File: config.mk
export PLATFORM = sky130hd
export DESIGN_NAME = branch_cond_eval
export DESIGN_NICKNAME = d
export VERILOG_FILES = /design/src/rtl/branch_cond_eval.sv
export SDC_FILE = /design/constraint.sdc
export NUM_CORES = 1
export LEC_CHECK = 0
export ABC_AREA = 1
export CAP_MARGIN = 25
export CORE_AREA = 2 2 46 48
export CTS_CLUSTER_SIZE = 20
export DETAILED_ROUTE_END_ITERATION = 7
export DIE_AREA = 0 0 48 50
export GPL_TIMING_DRIVEN = 0
export PLACE_DENSITY = 0.91
export SKIP_CTS_REPAIR_TIMING = 1
export SYNTH_ARGS = -nofsm -noshare
export SYNTH_HDL_FRONTEND = slang
export SYNTH_SLANG_ARGS = --single-unit
File: constraint.sdc
create_clock -name CLK -period 1.85 [get_ports CLK]
set_input_delay 0.37 -clock CLK [delete_from_list [all_inputs] [get_ports CLK]]
set_output_delay 0.37 -clock CLK [all_outputs]
set_load 0.03 [all_outputs]
File: src/rtl/branch_cond_eval.sv
// branch_cond_eval: four-phase branch condition evaluator with SCC interlock and optional stats.
// Define BRANCH_STATS_EN to build the saturating taken/not-taken counters.
module branch_cond_eval #(
  parameter int DATAWIDTH_BUS = 32,
  parameter int STATS_WIDTH = 16
) (
  input  logic                   CLK,
  input  logic                   RESET,
  input  logic [3:0]             Flags,
  input  logic                   SCC,
  input  logic                   Req,
  input  logic [3:0]             Cond,
  output logic                   Ack,
  output logic                   Taken,
  output logic                   Busy,
  output logic [STATS_WIDTH-1:0] TakenCount,
  output logic [STATS_WIDTH-1:0] NotTakenCount
);
  typedef enum logic [1:0] {IDLE, WAIT, EVAL, HOLD} state_t;
  state_t state;
  logic [3:0] cond_q;
  logic n, z, v, c, lt, base, hit;
  if (DATAWIDTH_BUS < 1) begin : g_bad_width
    $error("DATAWIDTH_BUS must be positive");
  end
  assign Busy = state != IDLE;
  // Cond[3] inverts the base predicate selected by Cond[2:0].
  always_comb begin
    {n, z, v, c} = Flags;
    lt = n ^ v;
    base = cond_q[2:0] == 3'd0 ? 1'b0 :
           cond_q[2:0] == 3'd1 ? z :
           cond_q[2:0] == 3'd2 ? z | lt :
           cond_q[2:0] == 3'd3 ? lt :
           cond_q[2:0] == 3'd4 ? c | z :
           cond_q[2:0] == 3'd5 ? c :
           cond_q[2:0] == 3'd6 ? n : v;
    hit = base ^ cond_q[3];
  end
  always_ff @(posedge CLK or posedge RESET) begin
    if (RESET) begin
      state <= IDLE;
      Ack <= 1'b0;
      Taken <= 1'b0;
      cond_q <= 4'd0;
    end else begin
      case (state)
        IDLE: if (Req) begin
          cond_q <= Cond;
          state <= SCC ? WAIT : EVAL;
        end
        WAIT: state <= !Req ? IDLE : SCC ? WAIT : EVAL;
        EVAL: if (!Req) state <= IDLE;
        else begin
          Taken <= hit;
          Ack <= 1'b1;
          state <= HOLD;
        end
        HOLD: if (!Req) begin
          Ack <= 1'b0;
          state <= IDLE;
        end
        default: state <= IDLE;
      endcase
    end
  end
`ifdef BRANCH_STATS_EN
  always_ff @(posedge CLK or posedge RESET) begin
    if (RESET) begin
      TakenCount <= '0;
      NotTakenCount <= '0;
    end else if (state == EVAL && Req) begin
      if (hit && !(&TakenCount)) TakenCount <= TakenCount + STATS_WIDTH'(1);
      if (!hit && !(&NotTakenCount)) NotTakenCount <= NotTakenCount + STATS_WIDTH'(1);
    end
  end
`else
  assign TakenCount = '0;
  assign NotTakenCount = '0;
`endif
endmodule

# Word level (Yosys, flattened, before mapping)
# Cells that the tools add are included.
# W data, S select, Z words.
dict set report classes {
  n_mux 16
  n_reduce_logical 8
  n_eq_ne 12
  bitwise 4
}
# cell n
set ops {}
lappend ops {{$mux W2} 5}
lappend ops {{$eq A3 B3 Y1 const B} 3}
lappend ops {{$mux W1} 9}
lappend ops {{$pmux W2 S4} 1}
lappend ops {{$eq A3 B2 Y1 const B} 2}
lappend ops {{$ne A2 B2 Y1 const B} 3}
lappend ops {{$reduce_and A2 Y1} 3}
lappend ops {{$eq A2 B2 Y1 const B} 2}
lappend ops {{$reduce_bool A2 Y1} 2}
lappend ops {{$eq A3 B1 Y1 const B} 1}
lappend ops {{$logic_not A3 Y1} 1}
lappend ops {{$reduce_and A3 Y1} 1}
lappend ops {{$eq A2 B1 Y1 const B} 1}
lappend ops {{$logic_not A2 Y1} 1}
lappend ops {{$or A1 B1 Y1} 2}
lappend ops {{$pmux W1 S2} 1}
lappend ops {{$xor A1 B1 Y1} 2}
dict set report totals {
  input_bits 12
  reg_bits 8
}

# Longest topological paths before layout
dict set report logic_depth {
  ltp_word 9
  mapped_depth 10
}

# Least setup slack after synthesis
# Ideal clock, no wire load.
dict set report synth_timing {
  kind {flip-flop to flip-flop}
  startpoint {register cond_q[2]}
  endpoint {register Taken}
  period_less_slack_ps 1058
  setup_ps 117
  stages_incl_launch_ff 9
  path_buffers 0
  t_arrival_ps 941
  slack_ps 792
  cell_sequence {dfrtp_1 > nor2_1 > nand2_1 > a21oi_1 > nor2_2 > nand2_1 > nand2_1 > nand3_1 > nand2_1}
}
dict set report synth_between {
  elab_chain_cells 9
  word_cells_on_any_way 15
  cone_classes {6 x eq/ne; 7 x mux; 1 x bitwise; 1 x reduce/logical}
}
# item line
set synth_rtl {}
lappend synth_rtl {{start, declared} 21} ;# logic [3:0] cond_q;
lappend synth_rtl {{start signal, assigned} 49} ;# cond_q <= Cond;
lappend synth_rtl {{$eq A3 B3 Y1} 37} ;# cond_q[2:0] == 3'd6 ? n : v;
lappend synth_rtl {{$mux W1} 37}
lappend synth_rtl {{$mux W1} 36} ;# cond_q[2:0] == 3'd5 ? c :
lappend synth_rtl {{$mux W1} 35} ;# cond_q[2:0] == 3'd4 ? c | z :
lappend synth_rtl {{$mux W1} 34} ;# cond_q[2:0] == 3'd3 ? lt :
lappend synth_rtl {{$mux W1} 33} ;# cond_q[2:0] == 3'd2 ? z | lt :
lappend synth_rtl {{$mux W1} 32} ;# cond_q[2:0] == 3'd1 ? z :
lappend synth_rtl {{$mux W1 *} 31} ;# base = cond_q[2:0] == 3'd0 ? 1'b0 :
lappend synth_rtl {{$xor A1 B1 Y1 *} 38} ;# hit = base ^ cond_q[3];
lappend synth_rtl {{end signal, assigned} 55} ;# Taken <= hit;
lappend synth_rtl {{end, declared} 14} ;# output logic Taken,
# Mark *: on every way between the ends. The rest lies on a longest branch, timed or not.
# A chain may end at the register's enable or synchronous reset.

# Worst setup path in the final report
dict set report layout_timing {
  startpoint {register Taken}
  endpoint {output Taken}
}
# No word-level cell between the ends.

==> out/qor.txt <==
OUTCOME
------------------------------------------------------------------------------
Status                                                            finished, final reports clean

GLOBAL ROUTING
------------------------------------------------------------------------------
Antenna violations before repair                                             0
Via count of the first global-routing pass                                 488
Overall routing resource usage                                          10.15%
Sum of overflow across all layers after global routing                       0
Maximum number of pins on one net before global-route repair                 9
Wire length of the first global-routing pass                           1704 um

JOB
------------------------------------------------------------------------------
Maximum capacitance violations                                               0

FINAL LAYOUT
------------------------------------------------------------------------------
NumNets Final                                                              154
Share of post-route cells with drive strength above 1                   28.57%
Post-synthesis to final-layout area growth                              47.64%
Final Core Density                                                      51.38%
Final antenna diode count                                                    0

PLACE
------------------------------------------------------------------------------
Post-placement setup slack                                            297.5 ps
Buffers on Ports                                                            14
Post-DP HPWL                                                           1080 um
Placer's final routability congestion estimate                          0.6991

ROUTING
------------------------------------------------------------------------------
Final routed wirelength across all metal layers                        1189 um
Number of iterations in the first detailed-routing pass                      4
WL per Instance                                                       7.120 um
Total vias in the final route                                              572
DRT iter0 DRCs                                                               8
Number of remaining DRC errors                                               0
Count of nets left with antenna violations after detail routing              0
Mean number of vias per cell                                             3.425

TIMING
------------------------------------------------------------------------------
Final period util                                                       88.60%
Worst clock skew                                                      6.352 ps
Total count of max-transition violations in the final report                 0
Post-route setup slack                                                210.9 ps
Number of setup violations in the final report                               0
Endpoints failing hold                                                       0
Total Negative Setup Slacks                                               0 ps
Unrepaired setup endpoints after global routing                          false
Minimum clock period after layout                                      1639 ps
WHS                                                                   359.2 ps
Maximum clock frequency                                              610.1 MHz

CLOCKING
------------------------------------------------------------------------------
CTS Buf Count                                                                3
Master cell of the clock root buffer                              sky130_fd_sc_hd__clkbuf_4
Number of sinks driven by the clock tree                                     8
Clk_lat worst skew                                                      250 ps
CTS tree                                                                 built
Clk pin slew, worst setup/hold paths                                     50 ps
H-tree Lvls                                                                  1
Number of buffers on the longest clock path                                  2

WORST SETUP PATH
------------------------------------------------------------------------------
WP data required                                                       1480 ps
CP max stage delay                                                      670 ps
Kind of cell adding the most delay to the critical path           buffers and inverters
Maximum fanout encountered on the critical timing path                       2
CP max-delay cell                                                 sky130_fd_sc_hd__clkdlybuf4s50_1
CP Class                                                          register to output port
Kind of capture point of the worst setup path                      output port
Arr. time, crit path                                                   1270 ps
Startpoint type of the worst setup path                               register
Bufs and invs on worst path                                                  1
CP Cell Sequence                                                  clkdlybuf4s50_1

LOGIC SYNTHESIS
------------------------------------------------------------------------------
Post-Syn Area per Cell                                              7.194 um^2
Sequential fraction of the synthesis area                               30.25%
Netlist cell types                                                          12
Number of standard cells after synthesis                                    92
Cell Area, Synth                                                    661.9 um^2
Ys Warns                                                                     0
Post-synthesis register bit count                                            8

DIE
------------------------------------------------------------------------------
Starting utilization of the core area                                   34.80%
Num rows                                                                    16
Std-Cell Core Area                                                   1902 um^2
DIE AREA                                                             2400 um^2
Number of primary I/O pins                                                  47
Vert. Die Dim                                                            50 um
Die X                                                                    48 um

PWR
------------------------------------------------------------------------------
Lkg Pwr                                                              0.5872 nW
Overall power                                                        0.6717 mW
Worst supply voltage drop on vdd                                     0.3115 mV
Ratio of total power to cell area                                 687.4 nW/um^2

MIN PATH
------------------------------------------------------------------------------
Hold/Removal Path Class                                           input port to async pin

stage by stage:
stage / instance area, um^2 / cells
after CTS: 974.7 / 167
final: 977.2 / 167
after global routing: 977.2 / 167
after floorplan: 778.2 / 123
after global placement: 952.2 / 164
after detailed placement: 952.2 / 164
path summary, 6_finish.rpt:
kind / start / endpoint / slack [ps] / cells past startpoint
worst min-delay path: RESET / state[1]$_DFFE_PP0P_ / 360 / 2
worst min register to register: Taken$_DFFE_PP0P_ / Taken$_DFFE_PP0P_ / 480 / 2
worst max-delay path: Taken$_DFFE_PP0P_ / Taken / 210 / 1
max in group asynchronous: RESET / cond_q[3]$_DFFE_PP0P_ / 1260 / 2
worst max register to register: cond_q[1]$_DFFE_PP0P_ / Taken$_DFFE_PP0P_ / 660 / 10
min in group CLK: Taken$_DFFE_PP0P_ / Taken$_DFFE_PP0P_ / 480 / 2
layout make-up:
cell class	count	area, um^2
inverters	11	41.29
repair buffers	14	142.6
plain buffers	32	240.2
multi-input cells	72	296.5
well taps	27	33.78
fillers	173	924.6
clock buffers	3	22.52
flip-flops and latches	8	200.2
layout by cell type, fill, tap and decap left out, drive strengths merged:
master         Yosys  routed
a21oi              6       6
a31oi              1       1
buf               32      32
clkbuf             0       3
clkdlybuf4s50      0      13
conb               1      32
dfrtp              8       8
dlymetal6s2s       0       1
inv               11      11
nand2             15      15
nand3              6       6
nor2              11      11
nor3               1       1
cells in the mapped netlist:
| library cell | n | share of area (%) |
|---|---|---|
| sky130_fd_sc_hd__buf_4 | 32 | 36 |
| sky130_fd_sc_hd__nand2_1 | 15 | 8.5 |
| sky130_fd_sc_hd__nor2_1 | 10 | 5.7 |
| sky130_fd_sc_hd__dfrtp_1 | 8 | 30 |
| sky130_fd_sc_hd__inv_1 | 8 | 4.5 |
| sky130_fd_sc_hd__a21oi_1 | 6 | 4.5 |
| sky130_fd_sc_hd__nand3_1 | 6 | 4.5 |
| sky130_fd_sc_hd__inv_2 | 3 | 1.7 |
| sky130_fd_sc_hd__a31oi_1 | 1 | 0.95 |
| sky130_fd_sc_hd__conb_1 | 1 | 0.57 |
| sky130_fd_sc_hd__nor2_2 | 1 | 0.95 |
| sky130_fd_sc_hd__nor3_2 | 1 | 1.5 |
metal layers:
metal  vias up  routed length, um  GRT usage (%)  share of wire, %
met2        28                695          18.89                58
met5         -                  0              0                 0
li1        313                  -              -                 -
met3         2                130          3.663                11
met1       229                359          7.517                30
met4         0                  4          7.207              0.34
cells by family after synthesis:
kind of cell	Yosys count	share of synthesized area (%)
buffers and inverters	43	42.53
AND/OR/NAND/NOR	33	21.17
flip-flops	8	30.25
AO/OA/AOI/OAI	7	5.483
other	1	0.5666
where the power goes:
part | switching [mW] | total, mW | leakage, nW | internal [mW]
clock | 0.0542 | 0.128 | 0.0138 | 0.0739
combinational | 0.191 | 0.314 | 0.482 | 0.123
sequential | 0.0245 | 0.230 | 0.0916 | 0.205
total | 0.269 | 0.672 | 0.587 | 0.402
registers in the layout, summed over array words and instances, names as in the netlist:
| register | cells |
|---|---|
| cond_q | 4 |
| state | 2 |
| Ack | 1 |
| Taken | 1 |
(Power assumes the default switching activity.)
